`src/rtl/fifo_flops_param_pkg.sv`:
```
// Shared helpers for fifo_flops_param: count-width sizing and parameter legality.
package fifo_flops_param_pkg;

  function automatic int count_width(input int depth);
    return $clog2(depth + 1);
  endfunction

  function automatic bit params_legal(input int width, input int depth,
                                      input int af_thresh, input int ae_thresh);
    return (width >= 1) && (depth >= 2) &&
           (af_thresh >= 1) && (af_thresh <= depth) &&
           (ae_thresh >= 0) && (ae_thresh <= depth - 1);
  endfunction

endpackage

```
`src/rtl/fifo_ptr_wrap.sv`:
```
// FIFO pointer register: increments on demand, wraps at Depth-1, synchronous clear.
module fifo_ptr_wrap
  import fifo_flops_param_pkg::*;
#(
  parameter int Depth    = 8,
  parameter int PtrWidth = $clog2(Depth)
) (
  input  logic                clk,
  input  logic                rst,
  input  logic                clear,
  input  logic                incr,
  output logic [PtrWidth-1:0] ptr
);

  // Wrap by compare so non-power-of-two depths stay inside the storage array.
  always_ff @(posedge clk or posedge rst) begin
    if (rst) begin
      ptr <= '0;
    end else if (clear) begin
      ptr <= '0;
    end else if (incr) begin
      ptr <= (ptr == PtrWidth'(Depth - 1)) ? '0 : ptr + PtrWidth'(1);
    end
  end

endmodule

```
`src/rtl/fifo_flops_param.sv`:
```
// Parametrised flop-based FIFO with flush, registered threshold flags and
// optional zero-latency bypass enabled by FIFO_FLOPS_PARAM_BYPASS_EN.
module fifo_flops_param
  import fifo_flops_param_pkg::*;
#(
  parameter int Width                = 8,
  parameter int Depth                = 8,
  parameter int AlmostFullThreshold  = Depth - 1,
  parameter int AlmostEmptyThreshold = 1,
  localparam int CountWidth          = count_width(Depth)
) (
  input  logic                  clk,
  input  logic                  rst,
  input  logic                  flush,
  input  logic                  push_valid,
  output logic                  push_ready,
  input  logic [Width-1:0]      push_data,
  output logic                  pop_valid,
  input  logic                  pop_ready,
  output logic [Width-1:0]      pop_data,
  output logic                  full,
  output logic                  empty,
  output logic                  full_next,
  output logic                  empty_next,
  output logic                  almost_full,
  output logic                  almost_empty,
  output logic [CountWidth-1:0] items,
  output logic [CountWidth-1:0] slots,
  output logic [CountWidth-1:0] items_next,
  output logic [CountWidth-1:0] slots_next
);

  localparam int PtrWidth = $clog2(Depth);

  if (!params_legal(Width, Depth, AlmostFullThreshold, AlmostEmptyThreshold)) begin : g_bad_params
    $error("fifo_flops_param: illegal Width/Depth/threshold parameters");
  end

  logic [Width-1:0]    mem [Depth];
  logic [PtrWidth-1:0] wr_ptr;
  logic [PtrWidth-1:0] rd_ptr;
  logic                push_beat;
  logic                pop_beat;
  logic                store;
  logic                pop_ram;
  logic                almost_full_next;
  logic                almost_empty_next;

  assign push_ready = !full && !flush;
  assign push_beat  = push_valid && push_ready;
  assign pop_beat   = pop_valid && pop_ready;

`ifdef FIFO_FLOPS_PARAM_BYPASS_EN
  // An empty FIFO hands the incoming word straight to the consumer when it is ready.
  assign pop_valid = !flush && (!empty || push_valid);
  assign pop_data  = empty ? push_data : mem[rd_ptr];
  assign store     = push_beat && !(empty && pop_ready);
`else
  assign pop_valid = !flush && !empty;
  assign pop_data  = mem[rd_ptr];
  assign store     = push_beat;
`endif

  assign pop_ram = pop_beat && !empty;

  always_comb begin
    items_next = items;
    if (flush) begin
      items_next = '0;
    end else if (store && !pop_ram) begin
      items_next = items + CountWidth'(1);
    end else if (!store && pop_ram) begin
      items_next = items - CountWidth'(1);
    end
  end

  assign slots_next        = CountWidth'(Depth) - items_next;
  assign full_next         = (items_next == CountWidth'(Depth));
  assign empty_next        = (items_next == '0);
  assign almost_full_next  = (items_next >= CountWidth'(AlmostFullThreshold));
  assign almost_empty_next = (items_next <= CountWidth'(AlmostEmptyThreshold));

  fifo_ptr_wrap #(.Depth(Depth), .PtrWidth(PtrWidth)) u_wr_ptr (
    .clk   (clk),
    .rst   (rst),
    .clear (flush),
    .incr  (store),
    .ptr   (wr_ptr)
  );

  fifo_ptr_wrap #(.Depth(Depth), .PtrWidth(PtrWidth)) u_rd_ptr (
    .clk   (clk),
    .rst   (rst),
    .clear (flush),
    .incr  (pop_ram),
    .ptr   (rd_ptr)
  );

  // Storage is deliberately left unreset; only the pointers define validity.
  always_ff @(posedge clk) begin
    if (store) begin
      mem[wr_ptr] <= push_data;
    end
  end

  always_ff @(posedge clk or posedge rst) begin
    if (rst) begin
      items        <= '0;
      slots        <= CountWidth'(Depth);
      full         <= 1'b0;
      empty        <= 1'b1;
      almost_full  <= 1'b0;
      almost_empty <= 1'b1;
    end else begin
      items        <= items_next;
      slots        <= slots_next;
      full         <= full_next;
      empty        <= empty_next;
      almost_full  <= almost_full_next;
      almost_empty <= almost_empty_next;
    end
  end

endmodule

```
`config.mk`:
```
export PLATFORM = sky130hd
export DESIGN_NAME = fifo_flops_param
export DESIGN_NICKNAME = d
export VERILOG_FILES = /design/src/rtl/fifo_flops_param_pkg.sv /design/src/rtl/fifo_ptr_wrap.sv /design/src/rtl/fifo_flops_param.sv
export SDC_FILE = /design/constraint.sdc
export NUM_CORES = 1
export LEC_CHECK = 0
export CORE_ASPECT_RATIO = 0.7
export CORE_UTILIZATION = 51
export CTS_BUF_LIST = sky130_fd_sc_hd__clkbuf_8
export CTS_CLUSTER_SIZE = 10
export DETAILED_ROUTE_END_ITERATION = 7
export PLACE_DENSITY = 0.78
export SETUP_SLACK_MARGIN = 0.05
export SLEW_MARGIN = 20
export SYNTH_ARGS = -nofsm -noshare
export SYNTH_HDL_FRONTEND = slang
export SYNTH_SLANG_ARGS = --single-unit
```
`constraint.sdc`:
```
create_clock -name clk -period 2.6 [get_ports clk]
set_input_delay 0.65 -clock clk [delete_from_list [all_inputs] [get_ports clk]]
set_output_delay 0.65 -clock clk [all_outputs]
set_load 0.01 [all_outputs]
```
==> results.yml <==
worst_hold_path:
  hold_path_class: "reg -> reg"
critical_path:
  cp_cell_sequence: "clkdlybuf4s15_1 -> buf_6 -> nand2b_4 -> nor2_1 -> a21oi_4 -> a211oi_2 -> buf_4 -> inv_4 -> ha_4 -> and3b_2 -> buf_6"
  crit_family: "buffers and inverters"
  critical_path_class: "in -> out"
  cp_max_fo: 6
  critPathMostFrequentCell: "buf_6"
  end_kind: "output pin"
  rr_endpoint: "almost_empty$_DFF_PP1_"
  max_stage_delay_ns: 0.31
  endpoint: "full_next"
  rrSetupSlack_ns: 0.36
  ff2ff_path_depth: 11
  critPathRequiredTime_ns: 1.95
  crit_buf_inv: 5
  path_depth: 11
  critPathSlowestCell: "a211oi_2"
  cp-startpoint: "pop_ready"
  worstReg2RegStart: "empty$_DFF_PP1_"
  start_kind: "primary input"
  arrival_ns: 2.31
final_layout:
  drive_gt1_share_pct: 51.1
  layout.nets: 340
  nFillCells: 331
  final_area_um2: 4920
  diodes: 0
  syn_to_final_growth_pct: 43.8
global_routing:
  grt_max_degree: 18
  grt_pass1_vias: 2311
  grt_pass1_wl_mm: 12.1
  grt_overflow_total: 0
  grt_util_all_layers_pct: 23.9
  antenna_found_initial: 0
power_and_ir_drop:
  powerDensity_nw_per_um2: 675
  max-vdd-ir-drop_v: 0.000423
  total_power_mw: 3.32
  p_leak_nw: 1.88
cts:
  htree_levels: 3
  cts_root_buffer: "clkbuf_8"
  cts.clk_slew.worst_paths_ns: 0.08
  cts.sinks: 81
  cts_tree: "built"
  clkLatencyLatePin_ns: 0.35
  cts_buffers: 9
  cts_buffer_depth: 2
drt:
  drt_pass1_iterations: 4
  num_vias: 2225
  vias_per_cell: 5.37
  remaining_drc_errors: 0
  wl_per_cell_um: 19.5
  antenna_left: 0
  drt_iter0_markers: 178
  totalWireLength_mm: 8.09
timing:
  rsz0062_at_grt: "true"
  slew_violations: 0
  finalSetupViolations: 10
  layout_setup_ws_ns: -0.358
  fmax_ghz: 0.338
  worstMarginPinSlew_ns: 0.746
  hold_viol: 0
  fin_setup_tns_ns: -2.20
  finalCriticalPeriod_ns: 2.96
  relSlewSlack_pct: 50.2
  skew_ns: 0.0139
  period_share_pct: 114
die:
  fp.dieH_um: 70.5
  die_width_um: 99.9
  die_area_um2: 7040
  core_area_um2: 6340
  rows: 24
  start_util_pct: 54.0
  ios: 45
placed_design:
  dp_hpwl_mm: 4.88
  io_buffers: 44
  place_area_um2: 4290
  pre_cts_ws_ns: -1.01
  place_congestion: 0.813
yosys:
  yosysWarnings: 0
  yosys.area.top_type: "edfxtp_1"
  yosysTopAreaCellShare_pct: 56.2
  synth-async-reset-ratio_pct: 21.0
  synth_top_family_by_area: "multiplexers"
  synthAdderAreaFrac_pct: 3.29
  ys_ff_latch: 81
  netlist_instances: 205
  synth_xor_area_share_pct: 0.256
  synthMuxAreaShare_pct: 13.5
  synthSimpleGateAreaFrac_pct: 8.42
  syn_area_per_cell_um2: 16.7
  yosys-top-cells-count: "64 x edfxtp_1, 16 x mux4_2, 15 x nor2_1"
  syn-num-nets: 227
  syn_area_um2: 3420
  synth_most_common_cell: "edfxtp_1"
  synth_compound_area_share_pct: 3.59
  ys.flop_type: "edfxtp_1"
  synth-edff-count: 64
  yosysSeqAreaShare_pct: 68.8
  yosysUniqueCellTypes: 34
  ys_top_cells_by_area: "edfxtp_1 56%, mux4_2 11%, dfrtp_1 10%, ha_1 3.3%, mux2_2 2.6%"
status:
  outcome: "complete, but fails checks"
  violations: "setup timing"
run:
  drv_cap: 0
==> how the worst min path moves through the flow <==
stage / from / endpoint / slack [ns] / cells past startpoint
global route: u_rd_ptr.ptr[1]$_DFFE_PP0P_ / u_rd_ptr.ptr[1]$_DFFE_PP0P_ / 0.67 / 2
global placement: u_rd_ptr.ptr[1]$_DFFE_PP0P_ / u_rd_ptr.ptr[1]$_DFFE_PP0P_ / 0.56 / 2
CTS: u_rd_ptr.ptr[1]$_DFFE_PP0P_ / u_rd_ptr.ptr[1]$_DFFE_PP0P_ / 0.58 / 2
floorplan: u_wr_ptr.ptr[0]$_DFFE_PP0P_ / u_wr_ptr.ptr[0]$_DFFE_PP0P_ / 0.55 / 2
detailed placement: u_rd_ptr.ptr[1]$_DFFE_PP0P_ / u_rd_ptr.ptr[1]$_DFFE_PP0P_ / 0.56 / 2
finish: u_rd_ptr.ptr[1]$_DFFE_PP0P_ / u_rd_ptr.ptr[1]$_DFFE_PP0P_ / 0.63 / 2
==> logic make-up (layout without fill, tap and decap cells) <==
logic type	after synthesis	count (layout)
compound gates	19	19
mux	25	25
flops	81	81
fa+ha+maj	9	9
simple gates	53	53
xor+xnor	1	1
buf+inv	17	135
==> flip-flops by register name, indices dropped and copies added, names as in the netlist <==
register	cells
slots	4
empty	1
u_wr_ptr.ptr	3
mem	64
u_rd_ptr.ptr	3
almost_full	1
almost_empty	1
items	3
full	1
==> worst register-to-register path, stage by stage, from the launching register on <==
cell      delay, ns
dfstp_2        0.57
nand2b_4       0.19
nor2_2         0.05
or3_1          0.36
a21o_1         0.22
buf_6          0.14
inv_4          0.06
buf_4          0.10
buf_4          0.11
ha_1           0.15
nor2_1         0.04
nor3_1         0.15
==> where the power goes <==
| group | internal, mW | switching [mW] | total [mW] | leakage (nW) |
|---|---|---|---|---|
| Combinational | 0.565 | 0.403 | 0.968 | 0.998 |
| Clock | 0.365 | 0.484 | 0.849 | 0.0901 |
| Sequential | 1.46 | 0.0377 | 1.50 | 0.795 |
==> final cells by class <==
type	count	area, µm²	share of cell area [%]
clock buffer	9	124	2.52
sequential	81	2350	47.9
clock inverter	7	60.1	1.22
multi-input combinational	107	1190	24.2
timing repair buffer	114	1050	21.4
tap	91	114	2.32
inverter	5	23.8	0.483
==> through the flow <==
step | hold slack, ns | std cells | utilization [%]
detailed placement | 0.563 | 368 | 67.7
global placement | 0.562 | 368 | 67.7
CTS | 0.578 | 410 | 75.8
floorplan | 0.548 | 205 | -
global route | 0.669 | 414 | 77.6
finish | 0.627 | 414 | 77.6
==> cell usage in the layout, fill, tap and decap left out, drive strengths merged, types with 2 or more instances in the layout <==
master,count
a211oi,4
a21o,2
a21oi,8
and3b,2
buf,88
clkbuf,10
clkdlybuf4s15,2
clkdlybuf4s50,23
clkinvlp,2
dfrtp,14
dfstp,3
edfxtp,64
ha,9
inv,9
mux2,8
mux4,16
nand2,8
nand2b,4
nand3,5
nand3b,3
nor2,15
nor2b,2
nor3,10
or3,2
==> per-layer routing <==
layer / vias up / global-route usage [%] / routed length (µm)
li1: 1011 / - / -
met1: 1140 / 33.6 / 3620
met2: 68 / 37.5 / 3940
met3: 6 / 5.41 / 463
met4: 0 / 8.01 / 68
met5: - / 0 / 0
==> what timing repair did <==
action | CTS | global route
endpoints found under the setup margin | 20 | 18
endpoints found under the hold margin | 0 | 0
hold buffers | 0 | 0
setup buffers | 25 | 8
gates cloned | 1 | 0
pin swaps | 15 | 9
gates resized for setup | 123 | 30
(Power assumes the default switching activity.)
==> patch 1: new RTL, same settings <==
The option `FIFO_FLOPS_PARAM_BYPASS_EN` is turned on by a define.
--- a/src/rtl/fifo_flops_param.sv
+++ b/src/rtl/fifo_flops_param.sv
@@ -1,4 +1,6 @@
 // Parametrised flop-based FIFO with flush, registered threshold flags and
 // optional zero-latency bypass enabled by FIFO_FLOPS_PARAM_BYPASS_EN.
+`define FIFO_FLOPS_PARAM_BYPASS_EN
+
 module fifo_flops_param
   import fifo_flops_param_pkg::*;
Check against the original RTL: not equivalent (a bounded check fails within 4 cycles, from zero or initial values and one cycle with rst high).
==> patch 1 against the unedited design <==
The flow still finishes with violations (setup timing); count of clock-buffer cells in the layout stayed put; total power is 4.9% lower; sequential cell count stayed put; wire length is 7.4% higher; non-clock buffer count is 3 lower; synthesized area is 2.1% higher; worst setup slack better by 0.034 ns; critical path depth is 4 lower; design area is 2.0% lower; clock power is 9.7% lower; largest power group unchanged; highest routed layer unchanged.
==> patch 1: results (changes against the unedited design) <==
final_layout:
  layout-drive-gt1-share_pct: 44.8  # -6.3 points
  nets: 345  # +1.5%
  n_fill_cell: 389  # +18%
placement:
  pre_cts_ws_ns: -1.08  # -0.0680 ns
  dp_hpwl_mm: 5.10  # +4.5%
  place_inst: 378  # +2.7%
  placed_area_um2: 4380  # +2.1%
  place.gp.congestion: 0.840  # +3.3%
run_status:
  status: "finished with violations"
  violations: "setup timing"
logic_synthesis:
  synth_nets: 233  # +2.6%
  muxShareOfSynthArea_pct: 14.4  # +0.94 points
  seq_area_frac_synth_pct: 67.3  # -1.4 points
  synth_common_cells: "64 x edfxtp_1, 16 x mux4_2, 14 x dfrtp_1, 14 x nand2_1, 12 x nor2_1"
  yosys.area_share.adder_pct: 3.23  # -0.067 points
  synth-xor-area-share_pct: 0.502  # +0.25 points
  syn_area_per_cell_um2: 16.5  # -0.82%
global_route:
  grt_max_degree: 19  # +1
  grt_pass1_wl_mm: 12.6  # +3.9%
  use_met1_pct: 35.7  # +2.1 points
  grtUsageMet2_pct: 38.8  # +1.3 points
  use_met3_pct: 4.68  # -0.72 points
timing:
  hold_slack_ns: 0.683  # +0.0555 ns
  tns_ns: -1.75  # +0.458 ns
  worst_pin_slew_ns: 0.714  # -0.0325 ns
  worst_slack_ns: -0.325  # +0.0335 ns
  setup_viol: 8  # -2
power:
  p_leak_nw: 1.86  # -1.5%
  p_int_mw: 2.29  # -4.6%
  powerDensity_nw_per_um2: 655  # -3.0%
  max-vdd-ir-drop_uv: 440  # +3.9%
  p_comb_mw: 0.899  # -7.1%
  pg_clk_mw: 0.767  # -9.7%
hold_path:
  hold_path.class: "in2reg"
drt:
  drt_iter0_markers: 288  # +62%
  vias: 2303  # +3.5%
  via_per_inst: 5.50  # +2.3%
critical_path:
  worstPathMaxFanout: 4  # -2
  critical_path_arrival_ns: 2.27  # -0.04 ns
  r2r_setup_slack_ns: 0.39  # +0.03 ns
-- patch 1: cell types whose count changed after synthesis, moves of 3 or more --
cell / change
nand3_1: -3
mux2i_1: +8
a211oi_1: -4
mux2_2: -8
clkbuf_1: -3
nand2_1: +6
nor2_1: -3
o21ai_1: +6
nand4_1: +3
inv_1: +4
-- patch 1: cells by family (layout without fill, tap and decap cells) --
logic type	after synthesis	in the layout
AO/OA/AOI/OAI	21	21
XOR/XNOR	2	2
adder cells (fa/ha/maj)	9	9
buffers and inverters	18	135
flip-flops	81	81
multiplexers	28	28
AND/OR/NAND/NOR	52	52
-- patch 1: final cells by class --
class                      count  area share, %
inverter                       8          0.675
clock inverter                 7          0.779
clock buffer                   9           2.57
multi-input combinational    112           24.3
sequential                    81           48.9
timing repair buffer         111           20.5
tap                           91           2.36
-- patch 1: timing repair --
item | in CTS | in global routing
endpoints found under the setup margin | 20 | 19
pin swaps | 13 | 15
buffers inserted | 15 | 12
cloned | 2 | 0
resized for setup | 117 | 13
-- patch 1: per-layer routing --
layer	up-vias	part of all wire, %
met3	31	8.8
met4	0	2.8
li1	1033	-
met5	-	0
met2	109	50
met1	1130	39
-- patch 1: path summary, 6_finish.rpt --
kind / start / end / depth (start not counted)
min: flush / u_rd_ptr.ptr[0] / 3
min in group asynchronous: rst / items[2] / 2
min reg2reg: u_wr_ptr.ptr[2] / u_wr_ptr.ptr[2] / 2
max in group asynchronous: rst / u_rd_ptr.ptr[0] / 2
max: items[1] / full_next / 7
max reg2reg: items[1] / almost_empty / 10
-- patch 1: critical path, cell delays in order, from the launching register on --
cell and delay [ns]:
dfrtp_2 0.42, inv_2 0.09, ha_4 0.21, mux2_4 0.27
a221o_1 0.41, ha_4 0.21, and3b_1 0.19, buf_2 0.14
==> patch 2: new RTL, same settings <==
Without the edit above. Reset style: synchronous (`rst`), changed in 2 clocked blocks.
--- a/src/rtl/fifo_ptr_wrap.sv
+++ b/src/rtl/fifo_ptr_wrap.sv
@@ -14,5 +14,5 @@
 
   // Wrap by compare so non-power-of-two depths stay inside the storage array.
-  always_ff @(posedge clk or posedge rst) begin
+  always_ff @(posedge clk) begin
     if (rst) begin
       ptr <= '0;
--- a/src/rtl/fifo_flops_param.sv
+++ b/src/rtl/fifo_flops_param.sv
@@ -104,5 +104,5 @@
   end
 
-  always_ff @(posedge clk or posedge rst) begin
+  always_ff @(posedge clk) begin
     if (rst) begin
       items        <= '0;
Function: differs if rst is asserted again (counterexample within 4 cycles, from zero or initial values and one cycle with rst high); with rst held inactive, the same outputs for 4 cycles.
==> patch 2 against the unedited design <==
The run still ends with setup timing left; design area is 0.59% lower; synthesized area rose by 0.18%; worst setup slack got worse by 0.018 ns; wire length shrank 6.2%; largest cell class unchanged; sequential cell count is 3 higher; synthesized cell count rose by 4.4%; count of clock-buffer cells in the layout unchanged.
Power is not compared: it rests on default switching activity, and its combinational part moved more than twofold at a synthesized area within 25%.
==> patch 2: results (changes against the unedited design) <==
run_status:
  status: "finished with violations"
  violations: "setup timing"
placement:
  placed_area_um2: 4270  # -0.58%
  pre_cts_ws_ns: -1.13  # -0.112 ns
  dp_hpwl_mm: 4.58  # -6.2%
  place.gp.congestion: 0.779  # -4.2%
  place_inst: 372  # +1.1%
hold_path:
  hold_path.class: "reg2reg"
critical_path:
  worstPathMaxFanout: 4  # -2
  critPathTopFamily: "simple AND/OR/NAND/NOR gates"
  critical_path.slowest_cell: "or4b_4"
  cpPeakStageDelay_ns: 0.56  # +0.25 ns
  critical_path_arrival_ns: 2.33  # +0.02 ns
logic_synthesis:
  syn_area_per_cell_um2: 16.0  # -4.0%
  yosysUniqueCellTypes: 38  # +12%
  ys_warn_count: 0  # unchanged
  synth_nets: 235  # +3.5%
  yosys.area_share.adder_pct: 2.92  # -0.37 points
  muxShareOfSynthArea_pct: 13.1  # -0.32 points
  synth_compound_area_share_pct: 2.74  # -0.85 points
  yosysTopAreaCellShare_pct: 56.1  # -0.10 points
  synth_common_cells: "64 x edfxtp_1, 20 x dfxtp_1, 16 x mux4_2, 16 x nor2_1, 11 x nand2_1"
  synthTopCellsByArea: "edfxtp_1 56%, dfxtp_1 12%, mux4_2 11%"
  seq_area_frac_synth_pct: 67.8  # -0.97 points
  synth-xor-area-share_pct: 1.24  # +0.99 points
  async_flop_share_pct: 0  # -21 points
clocking:
  path_clk_slew_ns: 0.08  # about the same
  cts_buffer_depth: 2  # unchanged
  cts_buffers: 9  # unchanged
  ctsHtreeMaxLevel: 3  # unchanged
run:
  cap_violations: 0  # unchanged
timing:
  worst_pin_slew_ns: 0.628  # -0.118 ns
  finalClockSkew_ns: 0.00794  # -0.00599 ns
  worst_slack_ns: -0.376  # -0.0180 ns
  setup_viol: 11  # +1
  tns_ns: -2.37  # -0.170 ns
drt:
  wl_mm: 7.59  # -6.2%
  drt_iter0_markers: 235  # +32%
  first_pass_iters: 4  # unchanged
  via_per_inst: 5.31  # -1.2%
power:
  max-vdd-ir-drop_uv: 375
global_route:
  grt_use_total_pct: 23.0  # -0.92 points
  grt_max_degree: 17  # -1
  grt_pass1_vias: 2178  # -5.8%
  antenna_found_initial: 0  # unchanged
  grt_pass1_wl_mm: 11.5  # -5.0%
final_layout:
  top_regs: "mem (64), items (4)"
  layout-drive-gt1-share_pct: 48.4  # -2.6 points
  fin_cells: 411  # -0.72%
  nets: 336  # -1.2%
## patch 2: cell types whose count changed in the layout (fill, tap and decap cells not counted), sizes merged, moves of 3 or more
cell,unedited run,this run
dfxtp,0,20
bufinv,0,3
buf,88,78
dfrtp,14,0
and3,0,3
or2,0,3
nand2,8,12
dfstp,3,0
## patch 2: repair_timing
action / in CTS / in global routing
pin swaps: 13 / 12
cloned: 1 / 0
buffers inserted: 15 / 9
resized for setup: 131 / 21
endpoints found under the setup margin: 20 / 17
## patch 2: cell type report
class                           instances  area, um^2
Clock buffer                            9         124
Tap cell                               91         114
Multi-Input combinational cell        113        1230
Timing Repair Buffer                  102         957
Sequential cell                        84        2330
Clock inverter                          7         116
Inverter                                5        21.3
Fill cell                             338        1480
## patch 2: final timing paths
path | start | end | slack, ns | cells after the start
worst max-delay path | flush | slots_next[3] | -0.38 | 7
worst min-delay path | u_rd_ptr.ptr[2] | register | 0.50 | 2
worst max register to register | empty | empty | 0.41 | 8
worst min register to register | u_rd_ptr.ptr[2] | register | 0.50 | 2
## patch 2: report_power, final
group,internal [mW],leakage [nW],switching (mW)
clock,0.638,0.125,0.442
combinational,0.166,0.946,0.135
sequential,1.46,0.742,0.00756
## patch 2: tightest hold or removal path, cell delays in order (launching register included)
cell and delay, ns:
dfxtp_1 0.32, nand2_1 0.06, a21oi_1 0.07
## patch 2: cells by family (layout without fill, tap and decap cells)
logic type,Yosys count,after routing
DFF,84,84
and+or+nand+nor,61,61
muxes,24,24
buffers and inverters,17,123
AOI/OAI and AO/OA,16,16
adders and majority gates,8,8
xor gates and xnor gates,4,4
## patch 2: metal layers
| layer | routed length (um) | GRT usage, % | vias up |
|---|---|---|---|
| met5 | 0 | 0 | - |
| met4 | 55 | 6.86 | 0 |
| met2 | 3520 | 34.0 | 92 |
| met1 | 3420 | 33.1 | 1068 |
| met3 | 587 | 7.21 | 6 |
| li1 | - | - | 1017 |
